### config.mk
export PLATFORM = sky130hd
export DESIGN_NAME = bs_capture_seq
export DESIGN_NICKNAME = d
export VERILOG_FILES = /design/src/rtl/bs_capture_seq.sv
export SDC_FILE = /design/constraint.sdc
export NUM_CORES = 1
export LEC_CHECK = 0
export ABC_AREA = 1
export BUFFER_PORTS_ARGS = -buffer_cell sky130_fd_sc_hd__buf_4
export CAP_MARGIN = 15
export CORE_ASPECT_RATIO = 1.5
export CORE_MARGIN = 2
export CORE_UTILIZATION = 58
export CTS_CLUSTER_DIAMETER = 50
export DETAILED_ROUTE_END_ITERATION = 8
export PLACE_DENSITY = 0.78
export SETUP_SLACK_MARGIN = 0.15
export SLEW_MARGIN = 20
export SYNTH_ARGS = -nofsm -noshare
export SYNTH_HDL_FRONTEND = slang
export SYNTH_SLANG_ARGS = --single-unit
### constraint.sdc
create_clock -name clock -period 2.7 [get_ports clock]
set_input_delay 0.405 -clock clock [delete_from_list [all_inputs] [get_ports clock]]
set_output_delay 0.405 -clock clock [all_outputs]
set_load 0.02 [all_outputs]
### src/rtl/bs_capture_seq.sv
// Bandscope capture sequencer: generates RAM write strobes and addresses for up to CHANNELS
// raw-sample buffers, filled round-robin with decimation, period timing and a ready/ack handshake.
module bs_capture_seq #(
  parameter int ADDR_W   = 14,
  parameter int CHANNELS = 2,
  parameter int PERIOD_W = 8,
  parameter int DEC_W    = 4,
  parameter int PRESCALE = 122880,
  localparam int CH_W    = (CHANNELS > 1) ? $clog2(CHANNELS) : 1
) (
  input  logic                   clock,
  input  logic                   m_reset,
  input  logic                   enable,
  input  logic                   single,
  input  logic                   arm,
  input  logic [CHANNELS-1:0]    chan_mask,
  input  logic [PERIOD_W-1:0]    period,
  input  logic [DEC_W-1:0]       decim,
  input  logic                   clip,
  input  logic                   ack,
  output logic                   wr_en,
  output logic [CH_W+ADDR_W-1:0] wr_addr,
  output logic [CH_W-1:0]        chan,
  output logic                   ready,
  output logic                   clip_flag,
  output logic                   busy
);

  localparam int PS_W = (PRESCALE > 1) ? $clog2(PRESCALE) : 1;
  localparam logic [PS_W-1:0]   PS_LAST  = PS_W'(PRESCALE - 1);
  localparam logic [ADDR_W-1:0] OFS_LAST = '1;

  typedef enum logic [1:0] {IDLE, FILL, READY, WAIT} state_t;

  state_t                 state_reg;
  logic [ADDR_W-1:0]      offset_reg;
  logic [DEC_W-1:0]       dec_cnt_reg;
  logic [DEC_W-1:0]       decim_reg;
  logic [CHANNELS-1:0]    mask_reg;
  logic [PERIOD_W-1:0]    period_reg;
  logic [PERIOD_W-1:0]    tick_reg;
  logic [PS_W-1:0]        pre_reg;
  logic                   wr_en_reg;
  logic [CH_W+ADDR_W-1:0] wr_addr_reg;
  logic [CH_W-1:0]        chan_reg;
  logic                   ready_reg;
  logic                   clip_flag_reg;
  logic                   busy_reg;

  logic [CHANNELS-1:0]    higher_mask;
  logic [ADDR_W-1:0]      offset_next;
  logic                   wait_done;
  logic                   enter_fill;
  logic [CH_W-1:0]        fill_ch;

  function automatic logic [CH_W-1:0] lowest_bit(input logic [CHANNELS-1:0] m);
    lowest_bit = '0;
    for (int i = CHANNELS - 1; i >= 0; i--) begin
      if (m[i]) lowest_bit = CH_W'(i);
    end
  endfunction

  // Channels of the latched round that come after the current one.
  for (genvar gi = 0; gi < CHANNELS; gi++) begin : g_higher
    assign higher_mask[gi] = mask_reg[gi] && (CH_W'(gi) > chan_reg);
  end

  assign offset_next = offset_reg + ADDR_W'(wr_en_reg);
  assign wait_done   = (period_reg == '0) ||
                       ((pre_reg == PS_LAST) && (tick_reg == period_reg - PERIOD_W'(1)));

  always_comb begin
    enter_fill = 1'b0;
    fill_ch    = lowest_bit(chan_mask);
    case (state_reg)
      IDLE:  enter_fill = enable && (chan_mask != '0) && (!single || arm);
      READY: begin
        if (ack && (higher_mask != '0)) begin
          enter_fill = 1'b1;
          fill_ch    = lowest_bit(higher_mask);
        end
      end
      WAIT:  enter_fill = wait_done && (chan_mask != '0);
      default: enter_fill = 1'b0;
    endcase
  end

  always_ff @(posedge clock or negedge m_reset) begin
    if (!m_reset) begin
      state_reg     <= IDLE;
      offset_reg    <= '0;
      dec_cnt_reg   <= '0;
      decim_reg     <= '0;
      mask_reg      <= '0;
      period_reg    <= '0;
      tick_reg      <= '0;
      pre_reg       <= '0;
      wr_en_reg     <= 1'b0;
      wr_addr_reg   <= '0;
      chan_reg      <= '0;
      ready_reg     <= 1'b0;
      clip_flag_reg <= 1'b0;
      busy_reg      <= 1'b0;
    end else if (!enable) begin
      // chan and clip_flag deliberately survive so the reader can still inspect them
      state_reg   <= IDLE;
      offset_reg  <= '0;
      dec_cnt_reg <= '0;
      tick_reg    <= '0;
      pre_reg     <= '0;
      wr_en_reg   <= 1'b0;
      wr_addr_reg <= '0;
      ready_reg   <= 1'b0;
      busy_reg    <= 1'b0;
    end else if (enter_fill) begin
      state_reg     <= FILL;
      offset_reg    <= '0;
      dec_cnt_reg   <= '0;
      decim_reg     <= decim;
      mask_reg      <= chan_mask;
      wr_en_reg     <= 1'b1;
      wr_addr_reg   <= {fill_ch, {ADDR_W{1'b0}}};
      chan_reg      <= fill_ch;
      ready_reg     <= 1'b0;
      clip_flag_reg <= 1'b0;
      busy_reg      <= 1'b1;
    end else begin
      case (state_reg)
        FILL: begin
          if (clip) clip_flag_reg <= 1'b1;
          if (wr_en_reg && (offset_reg == OFS_LAST)) begin
            state_reg   <= READY;
            offset_reg  <= '0;
            dec_cnt_reg <= '0;
            wr_en_reg   <= 1'b0;
            ready_reg   <= 1'b1;
          end else begin
            offset_reg <= offset_next;
            // dec_cnt counts clocks since the last strobe
            if (dec_cnt_reg == decim_reg) begin
              wr_en_reg   <= 1'b1;
              dec_cnt_reg <= '0;
              wr_addr_reg <= {chan_reg, offset_next};
            end else begin
              wr_en_reg   <= 1'b0;
              dec_cnt_reg <= dec_cnt_reg + DEC_W'(1);
            end
          end
        end
        READY: begin
          if (ack) begin
            ready_reg <= 1'b0;
            if (single) begin
              state_reg <= IDLE;
              busy_reg  <= 1'b0;
            end else begin
              state_reg  <= WAIT;
              period_reg <= period;
              tick_reg   <= '0;
              pre_reg    <= '0;
            end
          end
        end
        WAIT: begin
          if (wait_done) begin
            state_reg <= IDLE;
            busy_reg  <= 1'b0;
          end else if (pre_reg == PS_LAST) begin
            pre_reg  <= '0;
            tick_reg <= tick_reg + PERIOD_W'(1);
          end else begin
            pre_reg <= pre_reg + PS_W'(1);
          end
        end
        default: ;
      endcase
    end
  end

  assign wr_en     = wr_en_reg;
  assign wr_addr   = wr_addr_reg;
  assign chan      = chan_reg;
  assign ready     = ready_reg;
  assign clip_flag = clip_flag_reg;
  assign busy      = busy_reg;

endmodule

Yosys cells after proc, flatten, opt, wreduce, memory -nomap -nowiden. Index checks and enable logic that the tools add are counted.

Register bits after elaboration: 79. Input bits: 21.

Add/subtract/negate cells: 5. Mux-type cells: 62. Reductions and logical operators: 26. Equal/unequal tests: 23. Bitwise logic cells: 2. $lt $le $gt $ge: 2.

Operators with widths (count): $mux 17 (6); $mux 15 (5); $mux 14 (4); $mux 8 (6); $pmux 17 s2 (1); $mux 1 (24); $mux 4 (5); $add 17x1->17 const B (1); $eq 17x17->1 const B (1); $ne 4x4->1 const B (4); $pmux 8 s2 (1); $ne 3x3->1 const B (5); $add 14x1->14 (1); $eq 14x14->1 const B (1); $mux 2 (6); $reduce_and 5->1 (2); $ne 3x1->1 const B (3); $reduce_and 3->1 (3); $add 8x1->8 const B (1); $eq 8x8->1 (1); $logic_and 1x1->1 (8); $logic_not 8->1 (1); $ne 4x1->1 const B (2); $reduce_and 4->1 (2); 18 further kinds (26).

Longest topological paths before layout.
Depth in word-level cells: 8. Mapped depth: 22. Gate-level depth less buffers: 21.

Worst setup path after synthesis. No wires, ideal clock.

Path kind: register to register. Start point: reg period_reg[0]. End point: reg pre_reg[11]. Library setup time: 117 ps. Slack: 571 ps. Arrival time: 2011 ps. Stages on the path, launching flop included: 20. Cells stage by stage: dfrtp_1 -> inv_2 -> ha_1 -> or2_1 -> nand2_1 -> nand2_1 -> nand2_1 -> nand3_1 -> nor2_1 -> nand2_1 -> nand2_2 -> nand2_2 -> nand2_4 -> nand2_8 -> nand2_4 -> nand2_4 -> buf_6 -> buf_6 -> nand3_2 -> nand2_1.

Cells in the longest elaborated chain, start to end: 8. Elaborated cells between the ends (all ways): 10.

Ends and longest elaborated chain: start, declared (RTL line 40) `logic [PERIOD_W-1:0] period_reg;`; start signal, assigned (RTL line 158) `period_reg <= period;`; $sub 8x1->8 (RTL line 70) `((pre_reg == PS_LAST) && (tick_reg == period_reg - PERIOD_W'(1)));`; $eq 8x8->1 (RTL line 70); $logic_and 1x1->1 (RTL line 70); $logic_or 1x1->1 * (RTL line 69) `assign wait_done = (period_reg == '0) ||`; $logic_and 1x1->1 (RTL line 83) `WAIT: enter_fill = wait_done && (chan_mask != '0);`; $pmux 1 s3 (RTL line 75) `case (state_reg)`; $ne 2x2->1 (no line); $reduce_and 5->1 (no line) *; end signal, assigned (RTL line 172) `pre_reg <= pre_reg + PS_W'(1);`; end, declared (RTL line 42) `logic [PS_W-1:0] pre_reg;`.

Every way passes the cells marked *; elsewhere a longest branch is shown, timed or not. A chain may end at the register's enable or synchronous reset.

Worst setup path after layout.
Start point: reg state_reg[1]. End point: reg wr_addr_reg[7] (netlist: wr_addr[7]).

Cells in the longest elaborated chain, start to end: 4. Elaborated cells between the ends (all ways): 11.

Ends and longest elaborated chain: start, declared (RTL line 35) `state_t state_reg;`; start signal, assigned (RTL line 90) `state_reg <= IDLE;`; start signal, assigned (RTL line 106) `state_reg <= IDLE;`; start signal, assigned (RTL line 116) `state_reg <= FILL;`; $eq 2x2->1 / $logic_not 2->1 (equally long branches) (RTL line 75); $pmux 1 s3 (RTL line 75); $ne 3x1->1 (no line) (tied with other cells); $reduce_and 3->1 (no line) / $mux 15 (equally long branches); end signal, assigned (RTL line 122) `wr_addr_reg <= {fill_ch, {ADDR_W{1'b0}}};`; end signal, assigned (RTL line 143) `wr_addr_reg <= {chan_reg, offset_next};`; end, declared (RTL line 44) `logic [CH_W+ADDR_W-1:0] wr_addr_reg;`.

Several ways; a longest one is shown, not always the timed one.

==> flow_summary.toml <==
[synthesis]
ys_ff_latch = 78
yosys_warnings = 0
syn-num-nets = 638
yosysTopAreaCell = "dfrtp_1"
synth-main-ff-cell = "dfrtp_1"
ys_top_cells_by_area = "dfrtp_1 42%, nand2_1 13%, inv_1 5.8%"
avgSynthCellArea_um2 = 7.59
synthCells = 606
netlist_area_mm2 = 0.00460
synth_top_cell_area_share_pct = 42.4
async_flop_share_pct = 100
ys_types = 38
ys_seq_area_share_pct = 42.4
synth_edf_count = 0

[timing]
tightest_slew_ns = 0.988
setup_tns_ns = 0
holdWs_ns = 0.227
rsz0062_at_grt = "yes"
skew_ns = 0.00590
setup_violations = 0
final.min_clock_period_ns = 2.40
post-route-period-util_pct = 89.0
relSlewSlack_pct = 34.1
slew_violations = 0
hold_viol = 0
fmax_ghz = 0.416
fin_ws_ns = 0.297

[setup_path]
crit_fanout = 9
critPathSlowestCell = "clkinv_1"
crit_family = "buffers and inverters"
crit_top_cell = "o21ai_0"
startpoint_type = "flop"
reg2regPathDepth = 9
timing.critical_path.buf_inv = 3
worst_ep_arrival_time_ns = 2.66
crit_required_ns = 2.96
end_kind = "flop"
cp_num_cells = 9
critical_path_class = "reg2reg"
cpPeakStageDelay_ns = 0.43
crit_chain = "inv_1, ha_1, clkinv_1, nor2_1, buf_4, o21ai_0, a21oi_1, nand2_1, o21ai_0"

[clock_network]
clk_pin_slew_ns = 0.06
clockBufferDepth = 2
htree_levels = 3
hold_buffers = 0
cts.sinks = 78
cts_root_buf = "clkbuf_16"
numCtsBuffers = 9
cts_tree = "built"
clkLatencyLatePin_ns = 0.34

[power]
fin_total_pwr_mw = 4.26
ir_drop_mv = 0.433
p_leak_nw = 2.56
power_density_mw_per_mm2 = 782

[finish]
num-nets-final = 693
area_growth_syn_to_layout_pct = 18.3
fin_util_pct = 71.0
largest_reg_flops = 17
design_area_mm2 = 0.00544
drive_gt1_share_pct = 15.9
fill_cells = 600
fin_cells = 768
diodes = 0

[floorplanning]
die_area_mm2 = 0.00867
die_w_um = 76.7
rows = 39
die_h_um = 113
fp.coreArea_mm2 = 0.00766
start_util_pct = 60.0
io_pins = 41

[global_routing]
grt_max_degree = 79
antenna_found_initial = 0
grt_first_pass_wirelength_um = 18600
met2_usage_pct = 49.2
overflow = 0
grt_pass1_vias = 4132
met1_usage_pct = 29.8
met3_usage_pct = 4.94
grtUsageTotal_pct = 26.9
grt_busiest_layer = "met2"

[route]
drt_wl_total_um = 11200
vias = 4284
first_iter_violations = 210
routedWlPerCell_um = 14.6
drc_errors = 0
ant_nets = 0
drtPass1Iterations = 5
viasPerCell = 5.58

[placement]
io_buffer_count = 40
hpwl_um = 7870
dp_slack_ns = 0.243
dpl.cell_count = 742
place.gp.congestion = 0.934
postPlaceCellArea_mm2 = 0.00499

[flow_run]
cap_violations = 0

[worst_hold_path]
hold_path_class = "in2async"

[run_status]
status = "complete, no violations"
[worst reg2reg max path: stages (launching register included)]
cell and delay (ns):
dfrtp_1 0.42, inv_1 0.10, ha_1 0.35, clkinv_1 0.43
nor2_1 0.28, buf_4 0.22, o21ai_0 0.12, a21oi_1 0.16
nand2_1 0.09, o21ai_0 0.16
[routing by layer]
layer,part of all wire [%],wire length [µm]
met1,39,4380
met5,0,0
met3,5.5,613
met4,3.2,358
met2,52,5850
[worst paths after layout]
path / startpoint / to / slack [ns]
max reg2reg: state_reg[1]$_DFFE_PN0P_ / wr_addr[7]$_DFFE_PN0P_ / 0.30
min: m_reset / wr_addr[8]$_DFFE_PN0P_ / 0.23
max in group asynchronous: m_reset / pre_reg[10]$_DFFE_PN0P_ / 1.84
max: state_reg[1]$_DFFE_PN0P_ / wr_addr[7]$_DFFE_PN0P_ / 0.30
min in group clock: decim[0] / decim_reg[0]$_DFFE_PN0P_ / 0.26
min reg2reg: wr_addr[4]$_DFFE_PN0P_ / wr_addr[4]$_DFFE_PN0P_ / 0.47
[cells by family (layout without fill, tap and decap cells)]
logic type | Yosys count | in the layout | synth area share, %
xor+xnor | 27 | 27 | 5.14
flops | 78 | 78 | 42.4
fa+ha+maj | 11 | 11 | 2.99
simple gates | 319 | 320 | 31.6
buf+inv | 89 | 148 | 8.22
compound gates | 82 | 82 | 9.66
[placed cells by master, fill, tap and decap left out, types with 3 or more instances in the layout]
cell type and instances:
a21oi_1 18, inv_1 69, nand2_1 161, xor2_1 25, nand3_2 4, nand2_8 4
nor3_1 23, nand2_4 3, o21ai_0 50, nor4_1 5, nor2_1 51, o21ai_2 5
dfrtp_1 78, clkbuf_16 9, nand4_1 16, nor2_2 3, nand3_1 38, nand2_2 5
ha_1 9, o21ai_1 4, buf_4 55
[power breakdown]
group          switching [mW]  internal (mW)  total, mW
registers               0.146           1.32       1.47
clock network           0.481          0.807       1.29
logic                   0.987          0.513       1.50
[layout make-up]
cell class                      instances  area, µm²  area share (%)
Tap cell                              102        128            2.34
Multi-Input combinational cell        440       2330            42.8
Clock buffer                           10        229            4.21
Sequential cell                        78       1950            35.9
Timing Repair Buffer                   56        424            7.79
Clock inverter                          6       86.3            1.59
Inverter                               76        294            5.40
[synth_stat cells, types with 2 or more instances]
library cell	number
nand4_1	16
a21oi_1	18
nand3_2	4
nor2_2	2
xnor2_1	2
nand3_1	38
dfrtp_1	78
or2_2	2
nand2_8	2
inv_1	71
ha_1	11
nor3_1	23
clkbuf_1	2
inv_2	3
nor2_1	52
clkinv_1	2
nor4_1	5
nand2_1	162
xor2_1	25
nand2_4	3
o21ai_1	4
o21ai_2	5
buf_6	3
nand2_2	5
buf_2	2
buf_4	5
o21ai_0	50
[what timing repair did]
action	CTS	global route
setup endpoints to repair	0	52
resized for setup	0	14
buffers inserted	0	9
(Power assumes the default switching activity.)
